===== src/rtl/semi_auto_nav_fsm_pkg.sv =====
// Shared types for the semi-automatic navigation controller: state encoding,
// wall/motor bundles and the Moore output decode.
package semi_auto_nav_fsm_pkg;

  localparam int STATE_W = 3;

  typedef enum logic [STATE_W-1:0] {
    S_FWD    = 3'd0,
    S_WAIT   = 3'd1,
    S_TURN_L = 3'd2,
    S_TURN_R = 3'd3,
    S_UTURN  = 3'd4,
    S_COAST  = 3'd5,
    S_STUCK  = 3'd6
  } nav_state_e;

  // Debounced wall view, 1 = wall present.
  typedef struct packed {
    logic front;
    logic back;
    logic left;
    logic right;
  } walls_t;

  typedef struct packed {
    logic fwd;
    logic left;
    logic right;
    logic stuck;
  } motor_t;

  // Open ahead with walls on both sides: keep driving.
  function automatic logic is_corridor(input walls_t w);
    return !w.front && w.left && w.right;
  endfunction

  // Motor pattern for a state; never more than one motor line high.
  function automatic motor_t motor_decode(input nav_state_e s);
    motor_t m;
    m = 4'b0000;
    case (s)
      S_FWD, S_COAST:   m.fwd   = 1'b1;
      S_TURN_L:         m.left  = 1'b1;
      S_TURN_R, S_UTURN: m.right = 1'b1;
      S_STUCK:          m.stuck = 1'b1;
      default:          m = 4'b0000;
    endcase
    return m;
  endfunction

endpackage


===== src/rtl/semi_auto_nav_fsm_if.sv =====
// Detector, command and motor bundle between the car top level and the
// navigation controller. The controller uses the slave view.
interface semi_auto_nav_fsm_if;

  logic front_detector;
  logic back_detector;
  logic left_detector;
  logic right_detector;
  logic go_straight_command;
  logic turn_left_command;
  logic turn_right_command;
  logic move_forward_signal;
  logic turn_left_signal;
  logic turn_right_signal;
  logic [semi_auto_nav_fsm_pkg::STATE_W-1:0] state;
  logic stuck;

  modport master (
    output front_detector, back_detector, left_detector, right_detector,
    output go_straight_command, turn_left_command, turn_right_command,
    input  move_forward_signal, turn_left_signal, turn_right_signal, state, stuck
  );

  modport slave (
    input  front_detector, back_detector, left_detector, right_detector,
    input  go_straight_command, turn_left_command, turn_right_command,
    output move_forward_signal, turn_left_signal, turn_right_signal, state, stuck
  );

endinterface


===== src/rtl/semi_auto_nav_fsm_detector_debounce.sv =====
// One wall detector: two-flop synchroniser followed by a run-length debouncer.
// The debounced level resets to 1 (wall assumed) and moves only after
// DEBOUNCE_CYCLES consecutive synchronised samples of the opposite level.
module detector_debounce #(
  parameter logic [15:0] DEBOUNCE_CYCLES = 16'd2
) (
  input  logic clk,
  input  logic rst,
  input  logic raw_in,
  output logic deb_out
);

  localparam int CNT_W = $clog2(32'(DEBOUNCE_CYCLES) + 32'd1);
  localparam logic [CNT_W-1:0] CNT_LAST = CNT_W'(DEBOUNCE_CYCLES - 16'd1);

  logic             sync1_r;
  logic             sync2_r;
  logic [CNT_W-1:0] cnt_r;
  logic             deb_r;

  // bring the raw detector into the clock domain
  always_ff @(posedge clk or posedge rst) begin
    if (rst) begin
      sync1_r <= 1'b1;
      sync2_r <= 1'b1;
    end else begin
      sync1_r <= raw_in;
      sync2_r <= sync1_r;
    end
  end

  // count disagreeing samples; a single agreeing sample restarts the run
  always_ff @(posedge clk or posedge rst) begin
    if (rst) begin
      cnt_r <= {CNT_W{1'b0}};
      deb_r <= 1'b1;
    end else if (sync2_r == deb_r) begin
      cnt_r <= {CNT_W{1'b0}};
    end else if (cnt_r == CNT_LAST) begin
      deb_r <= sync2_r;
      cnt_r <= {CNT_W{1'b0}};
    end else begin
      cnt_r <= cnt_r + CNT_W'(1'b1);
    end
  end

  assign deb_out = deb_r;

endmodule


===== src/rtl/semi_auto_nav_fsm.sv =====
// Semi-automatic driving controller: follows corridors, turns on single exits,
// reverses at dead ends and waits at junctions for one driver command.
module semi_auto_nav_fsm
  import semi_auto_nav_fsm_pkg::*;
#(
  parameter logic [15:0] DEBOUNCE_CYCLES = 16'd2,
  parameter logic [15:0] TURN_CYCLES     = 16'd4,
  parameter logic [15:0] COAST_CYCLES    = 16'd3
) (
  input  logic                 clk,
  input  logic                 rst,
  semi_auto_nav_fsm_if.slave   nav
);

  localparam int TMR_W  = $clog2(32'(TURN_CYCLES) * 32'd2 + 32'(COAST_CYCLES) + 32'd1);
  localparam int INIT_W = $clog2(32'(DEBOUNCE_CYCLES) + 32'd3);

  // Timers load N-1 so the state lasts exactly N clocks before leaving on zero.
  localparam logic [TMR_W-1:0]  TURN_LOAD  = TMR_W'(TURN_CYCLES - 16'd1);
  localparam logic [TMR_W-1:0]  UTURN_LOAD = TMR_W'({TURN_CYCLES[14:0], 1'b0} - 16'd1);
  localparam logic [TMR_W-1:0]  COAST_LOAD = TMR_W'(COAST_CYCLES - 16'd1);
  localparam logic [INIT_W-1:0] INIT_LAST  = INIT_W'(DEBOUNCE_CYCLES + 16'd2);

  logic              det_f_s, det_b_s, det_l_s, det_r_s;
  walls_t            walls_s;
  logic              f_prev_r;
  logic              f_rise_s;
  logic [2:0]        cmd_sync1_r, cmd_sync2_r, cmd_prev_r;  // [2]=straight [1]=left [0]=right
  logic [2:0]        cmd_edge_s;
  logic              cmd_single_s;
  logic [INIT_W-1:0] init_cnt_r;
  logic              init_done_s;
  nav_state_e        state_r, state_nxt_s;
  logic [TMR_W-1:0]  tmr_r, tmr_nxt_s;
  motor_t            motor_r;

  detector_debounce #(.DEBOUNCE_CYCLES(DEBOUNCE_CYCLES)) u_deb_front (
    .clk(clk), .rst(rst), .raw_in(nav.front_detector), .deb_out(det_f_s));
  detector_debounce #(.DEBOUNCE_CYCLES(DEBOUNCE_CYCLES)) u_deb_back (
    .clk(clk), .rst(rst), .raw_in(nav.back_detector), .deb_out(det_b_s));
  detector_debounce #(.DEBOUNCE_CYCLES(DEBOUNCE_CYCLES)) u_deb_left (
    .clk(clk), .rst(rst), .raw_in(nav.left_detector), .deb_out(det_l_s));
  detector_debounce #(.DEBOUNCE_CYCLES(DEBOUNCE_CYCLES)) u_deb_right (
    .clk(clk), .rst(rst), .raw_in(nav.right_detector), .deb_out(det_r_s));

  assign walls_s = {det_f_s, det_b_s, det_l_s, det_r_s};

  // synchronise driver commands and keep the previous level for edge detection
  always_ff @(posedge clk or posedge rst) begin
    if (rst) begin
      cmd_sync1_r <= 3'b000;
      cmd_sync2_r <= 3'b000;
      cmd_prev_r  <= 3'b000;
    end else begin
      cmd_sync1_r <= {nav.go_straight_command, nav.turn_left_command, nav.turn_right_command};
      cmd_sync2_r <= cmd_sync1_r;
      cmd_prev_r  <= cmd_sync2_r;
    end
  end

  assign cmd_edge_s   = cmd_sync2_r & ~cmd_prev_r;
  // simultaneous commands are ambiguous, so only a lone edge counts
  assign cmd_single_s = (cmd_edge_s != 3'b000) && ((cmd_edge_s & (cmd_edge_s - 3'b001)) == 3'b000);

  // remember the debounced front wall to spot a wall appearing while coasting
  always_ff @(posedge clk or posedge rst) begin
    if (rst) begin
      f_prev_r <= 1'b1;
    end else begin
      f_prev_r <= walls_s.front;
    end
  end

  assign f_rise_s = walls_s.front && !f_prev_r;

  // hold off evaluation until the debouncers have seen real detector data
  always_ff @(posedge clk or posedge rst) begin
    if (rst) begin
      init_cnt_r <= {INIT_W{1'b0}};
    end else if (init_cnt_r != INIT_LAST) begin
      init_cnt_r <= init_cnt_r + INIT_W'(1'b1);
    end else begin
      init_cnt_r <= init_cnt_r;
    end
  end

  assign init_done_s = (init_cnt_r == INIT_LAST);

  // next state and phase timer from the debounced walls and command edges
  always_comb begin
    state_nxt_s = state_r;
    tmr_nxt_s   = tmr_r;
    if (!init_done_s) begin
      state_nxt_s = S_WAIT;
      tmr_nxt_s   = {TMR_W{1'b0}};
    end else begin
      case (state_r)
        S_WAIT: begin
          if (is_corridor(walls_s)) begin
            state_nxt_s = S_FWD;
          end else if (walls_s.front && !walls_s.left && walls_s.right) begin
            state_nxt_s = S_TURN_L;
            tmr_nxt_s   = TURN_LOAD;
          end else if (walls_s.front && walls_s.left && !walls_s.right) begin
            state_nxt_s = S_TURN_R;
            tmr_nxt_s   = TURN_LOAD;
          end else if (walls_s.front && walls_s.left && walls_s.right && !walls_s.back) begin
            state_nxt_s = S_UTURN;
            tmr_nxt_s   = UTURN_LOAD;
          end else if (walls_s.front && walls_s.left && walls_s.right && walls_s.back) begin
            state_nxt_s = S_STUCK;
          end else if (cmd_single_s) begin
            // junction: obey the driver unless the command points into a wall
            if (cmd_edge_s[2] && !walls_s.front) begin
              state_nxt_s = S_COAST;
              tmr_nxt_s   = COAST_LOAD;
            end else if (cmd_edge_s[1] && !walls_s.left) begin
              state_nxt_s = S_TURN_L;
              tmr_nxt_s   = TURN_LOAD;
            end else if (cmd_edge_s[0] && !walls_s.right) begin
              state_nxt_s = S_TURN_R;
              tmr_nxt_s   = TURN_LOAD;
            end else begin
              state_nxt_s = S_WAIT;
            end
          end else begin
            state_nxt_s = S_WAIT;
          end
        end
        S_FWD: begin
          if (is_corridor(walls_s)) begin
            state_nxt_s = S_FWD;
          end else begin
            state_nxt_s = S_WAIT;
          end
        end
        S_TURN_L, S_TURN_R, S_UTURN: begin
          // turns always run to completion, whatever the detectors do
          if (tmr_r == {TMR_W{1'b0}}) begin
            state_nxt_s = S_COAST;
            tmr_nxt_s   = COAST_LOAD;
          end else begin
            tmr_nxt_s   = tmr_r - TMR_W'(1'b1);
          end
        end
        S_COAST: begin
          if (f_rise_s || (tmr_r == {TMR_W{1'b0}})) begin
            state_nxt_s = S_WAIT;
            tmr_nxt_s   = {TMR_W{1'b0}};
          end else begin
            tmr_nxt_s   = tmr_r - TMR_W'(1'b1);
          end
        end
        S_STUCK: begin
          if (walls_s != 4'b1111) begin
            state_nxt_s = S_WAIT;
          end else begin
            state_nxt_s = S_STUCK;
          end
        end
        default: begin
          state_nxt_s = S_WAIT;
          tmr_nxt_s   = {TMR_W{1'b0}};
        end
      endcase
    end
  end

  // state, timer and Moore outputs advance together
  always_ff @(posedge clk or posedge rst) begin
    if (rst) begin
      state_r <= S_WAIT;
      tmr_r   <= {TMR_W{1'b0}};
      motor_r <= 4'b0000;
    end else begin
      state_r <= state_nxt_s;
      tmr_r   <= tmr_nxt_s;
      motor_r <= motor_decode(state_nxt_s);
    end
  end

  assign nav.move_forward_signal = motor_r.fwd;
  assign nav.turn_left_signal    = motor_r.left;
  assign nav.turn_right_signal   = motor_r.right;
  assign nav.stuck               = motor_r.stuck;
  assign nav.state               = state_r;

endmodule


===== src/flat_wrapper.sv =====
// flat-port wrapper written by rule: the top's interface ports become plain ports
module semi_auto_nav_fsm_flat import semi_auto_nav_fsm_pkg::*;
#(
  parameter logic [15:0] DEBOUNCE_CYCLES = 16'd2,
  parameter logic [15:0] TURN_CYCLES     = 16'd4,
  parameter logic [15:0] COAST_CYCLES    = 16'd3
)
  (clk, rst, nav_front_detector, nav_back_detector, nav_left_detector, nav_right_detector, nav_go_straight_command, nav_turn_left_command, nav_turn_right_command, nav_move_forward_signal, nav_turn_left_signal, nav_turn_right_signal, nav_state, nav_stuck);
  semi_auto_nav_fsm_if nav_i ();
  input  logic clk;
  input  logic rst;
  input wire logic [$bits(nav_i.front_detector)-1:0] nav_front_detector;
  input wire logic [$bits(nav_i.back_detector)-1:0] nav_back_detector;
  input wire logic [$bits(nav_i.left_detector)-1:0] nav_left_detector;
  input wire logic [$bits(nav_i.right_detector)-1:0] nav_right_detector;
  input wire logic [$bits(nav_i.go_straight_command)-1:0] nav_go_straight_command;
  input wire logic [$bits(nav_i.turn_left_command)-1:0] nav_turn_left_command;
  input wire logic [$bits(nav_i.turn_right_command)-1:0] nav_turn_right_command;
  output wire logic [$bits(nav_i.move_forward_signal)-1:0] nav_move_forward_signal;
  output wire logic [$bits(nav_i.turn_left_signal)-1:0] nav_turn_left_signal;
  output wire logic [$bits(nav_i.turn_right_signal)-1:0] nav_turn_right_signal;
  output wire logic [$bits(nav_i.state)-1:0] nav_state;
  output wire logic [$bits(nav_i.stuck)-1:0] nav_stuck;
  assign nav_i.front_detector = nav_front_detector;
  assign nav_i.back_detector = nav_back_detector;
  assign nav_i.left_detector = nav_left_detector;
  assign nav_i.right_detector = nav_right_detector;
  assign nav_i.go_straight_command = nav_go_straight_command;
  assign nav_i.turn_left_command = nav_turn_left_command;
  assign nav_i.turn_right_command = nav_turn_right_command;
  assign nav_move_forward_signal = nav_i.move_forward_signal;
  assign nav_turn_left_signal = nav_i.turn_left_signal;
  assign nav_turn_right_signal = nav_i.turn_right_signal;
  assign nav_state = nav_i.state;
  assign nav_stuck = nav_i.stuck;
  semi_auto_nav_fsm #(.DEBOUNCE_CYCLES(DEBOUNCE_CYCLES), .TURN_CYCLES(TURN_CYCLES), .COAST_CYCLES(COAST_CYCLES)) u_core (.clk(clk), .rst(rst), .nav(nav_i));
endmodule

===== config.mk =====
export PLATFORM = sky130hd
export DESIGN_NAME = semi_auto_nav_fsm_flat
export DESIGN_NICKNAME = d
export VERILOG_FILES = /design/src/rtl/semi_auto_nav_fsm_pkg.sv /design/src/rtl/semi_auto_nav_fsm_if.sv /design/src/rtl/semi_auto_nav_fsm_detector_debounce.sv /design/src/rtl/semi_auto_nav_fsm.sv /design/src/flat_wrapper.sv
export SDC_FILE = /design/constraint.sdc
export NUM_CORES = 1
export LEC_CHECK = 0
export CORE_MARGIN = 2
export CORE_UTILIZATION = 30
export CTS_CLUSTER_DIAMETER = 60
export DETAILED_ROUTE_END_ITERATION = 8
export DONT_BUFFER_PORTS = 1
export GPL_ROUTABILITY_DRIVEN = 1
export SYNTH_ARGS = -nofsm -noshare
export SYNTH_HDL_FRONTEND = slang
export SYNTH_HIERARCHICAL = 1
export SYNTH_SLANG_ARGS = --single-unit

===== constraint.sdc =====
create_clock -name clk -period 5.4 [get_ports clk]
set_input_delay 0.27 -clock clk [delete_from_list [all_inputs] [get_ports clk]]
set_output_delay 0.27 -clock clk [all_outputs]
set_load 0.03 [all_outputs]

## Word level (Yosys, flattened, before mapping)

Cells that the tools add are included.

- Memory bits (read-only): 0
- Word-level logic and storage cells: 142
- Latch bits: 0
- Memories: 0
- Bits in registers: 44
- Memory bits (writable): 0
- Output and inout bits: 7

- Reduce and logical (&&, ||, !) cells: 34
- Muxes and demuxes: 40
- Shift-type cells: 0
- Bitwise gates (word level): 7
- $mul: 0
- Add/sub/neg operators: 7
- Div/mod/pow operators: 0
- Equal/unequal tests: 27
- $lt $le $gt $ge: 0

Operators with widths:

| operator | number |
|---|---|
| two-way mux 4 bit | 12 |
| two-way mux 3 bit | 12 |
| equality test 3 bit, second input constant | 7 |
| two-way mux 2 bit | 9 |
| case mux 4 bit (4 select lines) | 1 |
| case mux 3 bit (5 select lines) | 1 |
| logical AND 1 bit | 14 |
| equality test 3 x 2 -> 1 bit, second input constant | 4 |
| logical NOT 3 bit | 3 |
| adder 2 x 1 -> 2 bit, second input constant | 4 |
| equality test 2 x 1 -> 1 bit, second input constant | 4 |
| != test 8 bit, second input constant | 1 |
| AND reduction 2 bit | 4 |
| bitwise AND 3 bit | 2 |
| != test 3 bit, second input constant | 2 |
| != test 6 x 5 -> 1 bit, second input constant | 1 |
| != test 6 bit, second input constant | 1 |
| OR reduction 2 bit | 3 |
| logical NOT 1 bit | 5 |
| two-way mux 1 bit | 5 |
| AND reduction 5 bit | 1 |
| equality test 1 bit | 4 |
| logical NOT 4 bit | 1 |
| != test 4 bit, second input constant | 1 |
| other kinds (10) | 13 |

## Longest topological paths before layout

- Depth in word-level cells: 17
- Depth in mapped cells: 9
- Mapped depth without buffers: 9

## Cells and area by module

The synthesis kept the hierarchy.

Modules (own cells, without submodules):

| module | area each (µm²) | times used | cells an instance |
|---|---|---|---|
| semi_auto_nav_fsm | 1278.7 | 1 | 129 |
| detector_debounce | 181.4 | 4 | 11 |

## Worst setup path after synthesis

No wires, ideal clock.

- Path kind: flip-flop to flip-flop
- Start point: register u_core.state_r[1] (netlist: u_core/nav.state[1])
- End point: register u_core.motor_r, in the netlist u_core/nav.move_forward_signal
- Library setup time: 119 ps
- Data required time: 5281 ps
- Arrival time: 1712 ps
- Clock period less this slack: 1831 ps
- Cell stages (with the launch flop): 9
- Setup slack: 3569 ps
- Path through: dfrtp_1 -> buf_2 -> nand2_1 -> and4bb_4 -> nor4_2 -> nor3_2 -> inv_2 -> xnor2_1 -> and2_1

- Longest elaborated chain between the ends: 7

RTL lines:

| item | line | RTL |
|---|---|---|
| start, declared | semi_auto_nav_fsm.sv:33 | `nav_state_e state_r, state_nxt_s;` |
| start signal, assigned | semi_auto_nav_fsm.sv:176 | `state_r <= state_nxt_s;` |
| equality test 3 x 2 -> 1 bit or equality test 3 bit (tied branches) | semi_auto_nav_fsm.sv:97 | `case (state_r)` |
| OR reduction 3 bit | semi_auto_nav_fsm.sv:97 |  |
| case mux 3 bit (5 select lines) (*) | semi_auto_nav_fsm.sv:97 |  |
| two-way mux 3 bit (*) | semi_auto_nav_fsm.sv:93 | `if (!init_done_s) begin` |
| named net u_core.state_nxt_s[0] | semi_auto_nav_fsm.sv:33 |  |
| equality test 3 bit or logical NOT 3 bit (tied branches) | semi_auto_nav_fsm_pkg.sv:41 | `case (s)` |
| OR reduction 2 bit (*) | semi_auto_nav_fsm_pkg.sv:41 |  |
| two-way mux 1 bit (*) | semi_auto_nav_fsm_pkg.sv:41 |  |
| end signal, assigned | semi_auto_nav_fsm.sv:178 | `motor_r <= motor_decode(state_nxt_s);` |
| end, declared | semi_auto_nav_fsm.sv:35 | `motor_t motor_r;` |

The timed path passes the listed nets; every way through them passes the cells marked *.
A chain may end at the register's enable or synchronous reset.

## Worst setup path in the final report

- Start point: register u_core.state_r[2] (netlist: u_core/nav.state[2])
- End point: register u_core.motor_r, in the netlist u_core/nav.move_forward_signal

The elaborated chain is that of the path after synthesis.

==> impl_metrics.env <==
export IMPL_status="finished clean"
export IMPL_worstSkewPairLatency_ns=0.29
export IMPL_synth_seq_area_share_pct=55.81
export IMPL_async_reset_ff_share_pct=100.0
export IMPL_ys_flop_type="dfrtp_1"
export IMPL_tightest_slew_ns=0.9110
export IMPL_n_fill_cell=616
export IMPL_clkTransAtPathRegs_ns=0.08
export IMPL_initial_core_util_pct=31.21
export IMPL_period_share_pct=37.24
export IMPL_power_share_combinational_pct=35.8
export IMPL_cp_max_fo=12
export IMPL_fin_nets=197
export IMPL_num_rows=29
export IMPL_leakage_nw=0.9660
export IMPL_dp_hpwl_um=2529
export IMPL_initialDrtViolationCount=109
export IMPL_crit_arrival_ns=2.20
export IMPL_avgSynthCellArea_sq_um=11.59
export IMPL_io_pins=16
export IMPL_drive_above_1_share_pct=20.00
export IMPL_r2r_cells=7
export IMPL_cts_sinks=44
export IMPL_synth_area_sq_um=2004
export IMPL_worstPathCellList="nand2_1 -> and4bb_4 -> nor4_2 -> nor3_2 -> inv_2 -> xnor2_1 -> and2_1"
export IMPL_fin_area_sq_um=2248
export IMPL_clock_power_share_pct=17.4
export IMPL_grt_pass1_vias=1337
export IMPL_fin_setup_tns_ns=0
export IMPL_net_switching_power_w=0.0004635
export IMPL_cp_end_kind="flip-flop"
export IMPL_vdd_drop_max_v=0.0003011
export IMPL_hold_path_class="in -> async"
export IMPL_switching_share_pct=38.33
export IMPL_fin_worst_skew_ns=0.006793
export IMPL_relSlewSlack_pct=39.20
export IMPL_coreArea_sq_um=6422
export IMPL_via_per_inst=4.821
export IMPL_ant_nets=0
export IMPL_intPower_w=0.0007457
export IMPL_max_cap_viol_count=0
export IMPL_dr_total_vias=1263
export IMPL_power_density_nw_per_um2=537.8
export IMPL_synth_edff_count=0
export IMPL_gp_congestion=0.7656
export IMPL_drt_total_wl_um=3447
export IMPL_placed_area_sq_um=2074
export IMPL_die_h_um=85.74
export IMPL_die_width_um=85.74
export IMPL_port_buffers=0
export IMPL_area_delta_synth_final_pct=12.17
export IMPL_wl_per_cell_um=13.16
export IMPL_ctsResizeCount=0
export IMPL_cts_tree="done"
export IMPL_maxSlewViolCount=0
export IMPL_post_cts_setup_buffers=0
export IMPL_slowest_delay_ns=0.75
export IMPL_slowest_stage="dfrtp_1"
export IMPL_crit_required_ns=5.59
export IMPL_numCtsBuffers=5
export IMPL_rsz0062_at_grt="no"
export IMPL_grt_max_degree=25
export IMPL_cts_max_level=2
export IMPL_drc_errors=0
export IMPL_post_route_min_period_ns=2.011
export IMPL_ys_seq_elements=44
export IMPL_r2r_slack_ns=3.39
export IMPL_yosys_warnings=6
export IMPL_crit_reg2reg_capture="u_core/nav.move_forward_signal$_DFF_PP0_"
export IMPL_grt_pass1_wl_um=6423
export IMPL_netlist_instances=173
export IMPL_hold_viol=0
export IMPL_crit_path_start_kind="flip-flop"
export IMPL_setup_viol=0
export IMPL_synth_cell_types=46
export IMPL_mostFrequentLayoutCells="30 x dfrtp_1, 14 x dfstp_2, 11 x nand2_1, 11 x nor2_1, 11 x inv_1"
export IMPL_dieArea_sq_um=7351
export IMPL_seqPwrFrac_pct=46.8
export IMPL_antenna_found_initial=0
export IMPL_clock_fmax_ghz=0.4973
export IMPL_grt_usage_pct=11.18
export IMPL_clock_path_buffers=2
export IMPL_gr_total_overflow=0
export IMPL_drt_first_pass_iters=4
export IMPL_layout_commonest_cell="dfrtp_1"
export IMPL_r2r_start="u_core/nav.state[2]$_DFF_PP0_"
export IMPL_antenna_cells=0
export IMPL_syn_nets=186
export IMPL_root_buffer="clkbuf_8"
export IMPL_crit_type="reg -> reg"
logic make-up (layout without fill, tap and decap cells):
| group | count (synthesis) | in the layout | share of synthesized area, % |
|---|---|---|---|
| AOI/OAI and AO/OA | 37 | 37 | 12.11 |
| adders and majority gates | 4 | 4 | 2.497 |
| buffers and inverters | 16 | 28 | 3.558 |
| and+or+nand+nor | 61 | 61 | 19.91 |
| muxes | 5 | 5 | 3.496 |
| xor gates and xnor gates | 6 | 6 | 2.622 |
| DFF | 44 | 44 | 55.81 |
power by group through the flow:
stage	Clock (W)	Combinational (W)	Sequential, W
after global routing	0.000236	0.000496	0.000587
after detailed placement	0	0.000426	0.000576
after floorplan	0	0.000398	0.000520
after global placement	0	0.000423	0.000571
final	0.000210	0.000433	0.000566
after CTS	0.000222	0.000434	0.000569
registers in the layout (all words and copies together) (netlist names), 2 cells and up:
signal / count
u_core/u_deb_right/cnt_r: 2
u_core/cmd_sync2_r: 3
u_core/tmr_r: 4
u_core/init_cnt_r: 3
u_core/cmd_sync1_r: 3
u_core/cmd_prev_r: 3
u_core/u_deb_left/cnt_r: 2
u_core/nav.state: 3
u_core/u_deb_back/cnt_r: 2
u_core/u_deb_front/cnt_r: 2
cell usage after synthesis (all sizes together) (3+ instances only):
cell	number	area, sq um
dfstp	14	367.9
o21bai	3	22.52
ha	4	50.05
xnor2	6	52.55
a31oi	3	18.77
inv	12	45.04
nor2	12	52.55
buf	4	26.27
nor3b	8	65.06
nand2b	3	18.77
o21ai	9	45.04
nand2	11	41.29
nor2b	9	86.33
a21oi	7	35.03
dfrtp	30	750.7
nand3	3	15.01
nor3	6	35.03
mux2	4	60.06
layout make-up:
cell class / instances / area [sq um] / area share, %
clock buffers: 7 / 86.33 / 3.840
repair buffers: 8 / 80.08 / 3.561
multi-input cells: 113 / 814.5 / 36.23
inverters: 12 / 45.04 / 2.003
well taps: 77 / 96.34 / 4.285
flip-flops and latches: 44 / 1119 / 49.75
clock inverters: 1 / 7.507 / 0.3339
layer usage:
metal / global-route usage [%] / up-vias / share of wire (%)
met5: 0 / - / 0
met2: 16.41 / 25 / 46
li1: - / 624 / -
met4: 6.638 / 0 / 2.8
met1: 14.86 / 607 / 48
met3: 2.887 / 7 / 3.7
how the worst max path moves through the flow:
stage	to	cells past startpoint	slack, ns	startpoint
floorplan	u_core/nav.move_forward_signal$_DFF_PP0_	8	3.57	u_core/nav.state[1]$_DFF_PP0_
global route	u_core/nav.move_forward_signal$_DFF_PP0_	7	3.19	u_core/nav.state[2]$_DFF_PP0_
global placement	u_core/nav.move_forward_signal$_DFF_PP0_	7	3.43	u_core/nav.state[2]$_DFF_PP0_
finish	u_core/nav.move_forward_signal$_DFF_PP0_	7	3.39	u_core/nav.state[2]$_DFF_PP0_
detailed placement	u_core/nav.move_forward_signal$_DFF_PP0_	7	3.40	u_core/nav.state[2]$_DFF_PP0_
CTS	u_core/nav.move_forward_signal$_DFF_PP0_	7	3.39	u_core/nav.state[2]$_DFF_PP0_
through the flow:
step / worst slack, ns / utilization, % / hold WS, ns / power, W / std cells
3_5_place_dp: 3.403 / 32.30 / 0.06625 / 0.001003 / 246
6_report: 3.389 / 35.01 / 0.05730 / 0.001209 / 262
3_3_place_gp: 3.430 / 32.30 / 0.06563 / 0.0009945 / 246
4_1_cts: 3.386 / 35.01 / 0.08841 / 0.001225 / 262
5_1_grt: 3.191 / 35.01 / 0.1354 / 0.001318 / 262
2_1_floorplan: 3.569 / - / 0.04634 / 0.0009179 / 173
critical path, delay by kind of cell (launching register included):
family | cells | cell delay (ns)
xor gates and xnor gates | 1 | 0.13
buffers and inverters | 1 | 0.09
DFF | 1 | 0.75
and+or+nand+nor | 5 | 0.94
timing repair:
action | in CTS | in global routing
endpoints found under the setup margin | 0 | 0
hold buffers | 8 | 0
endpoints found under the hold margin | 27 | 0
Note: power is estimated with default switching activity, not from simulation.
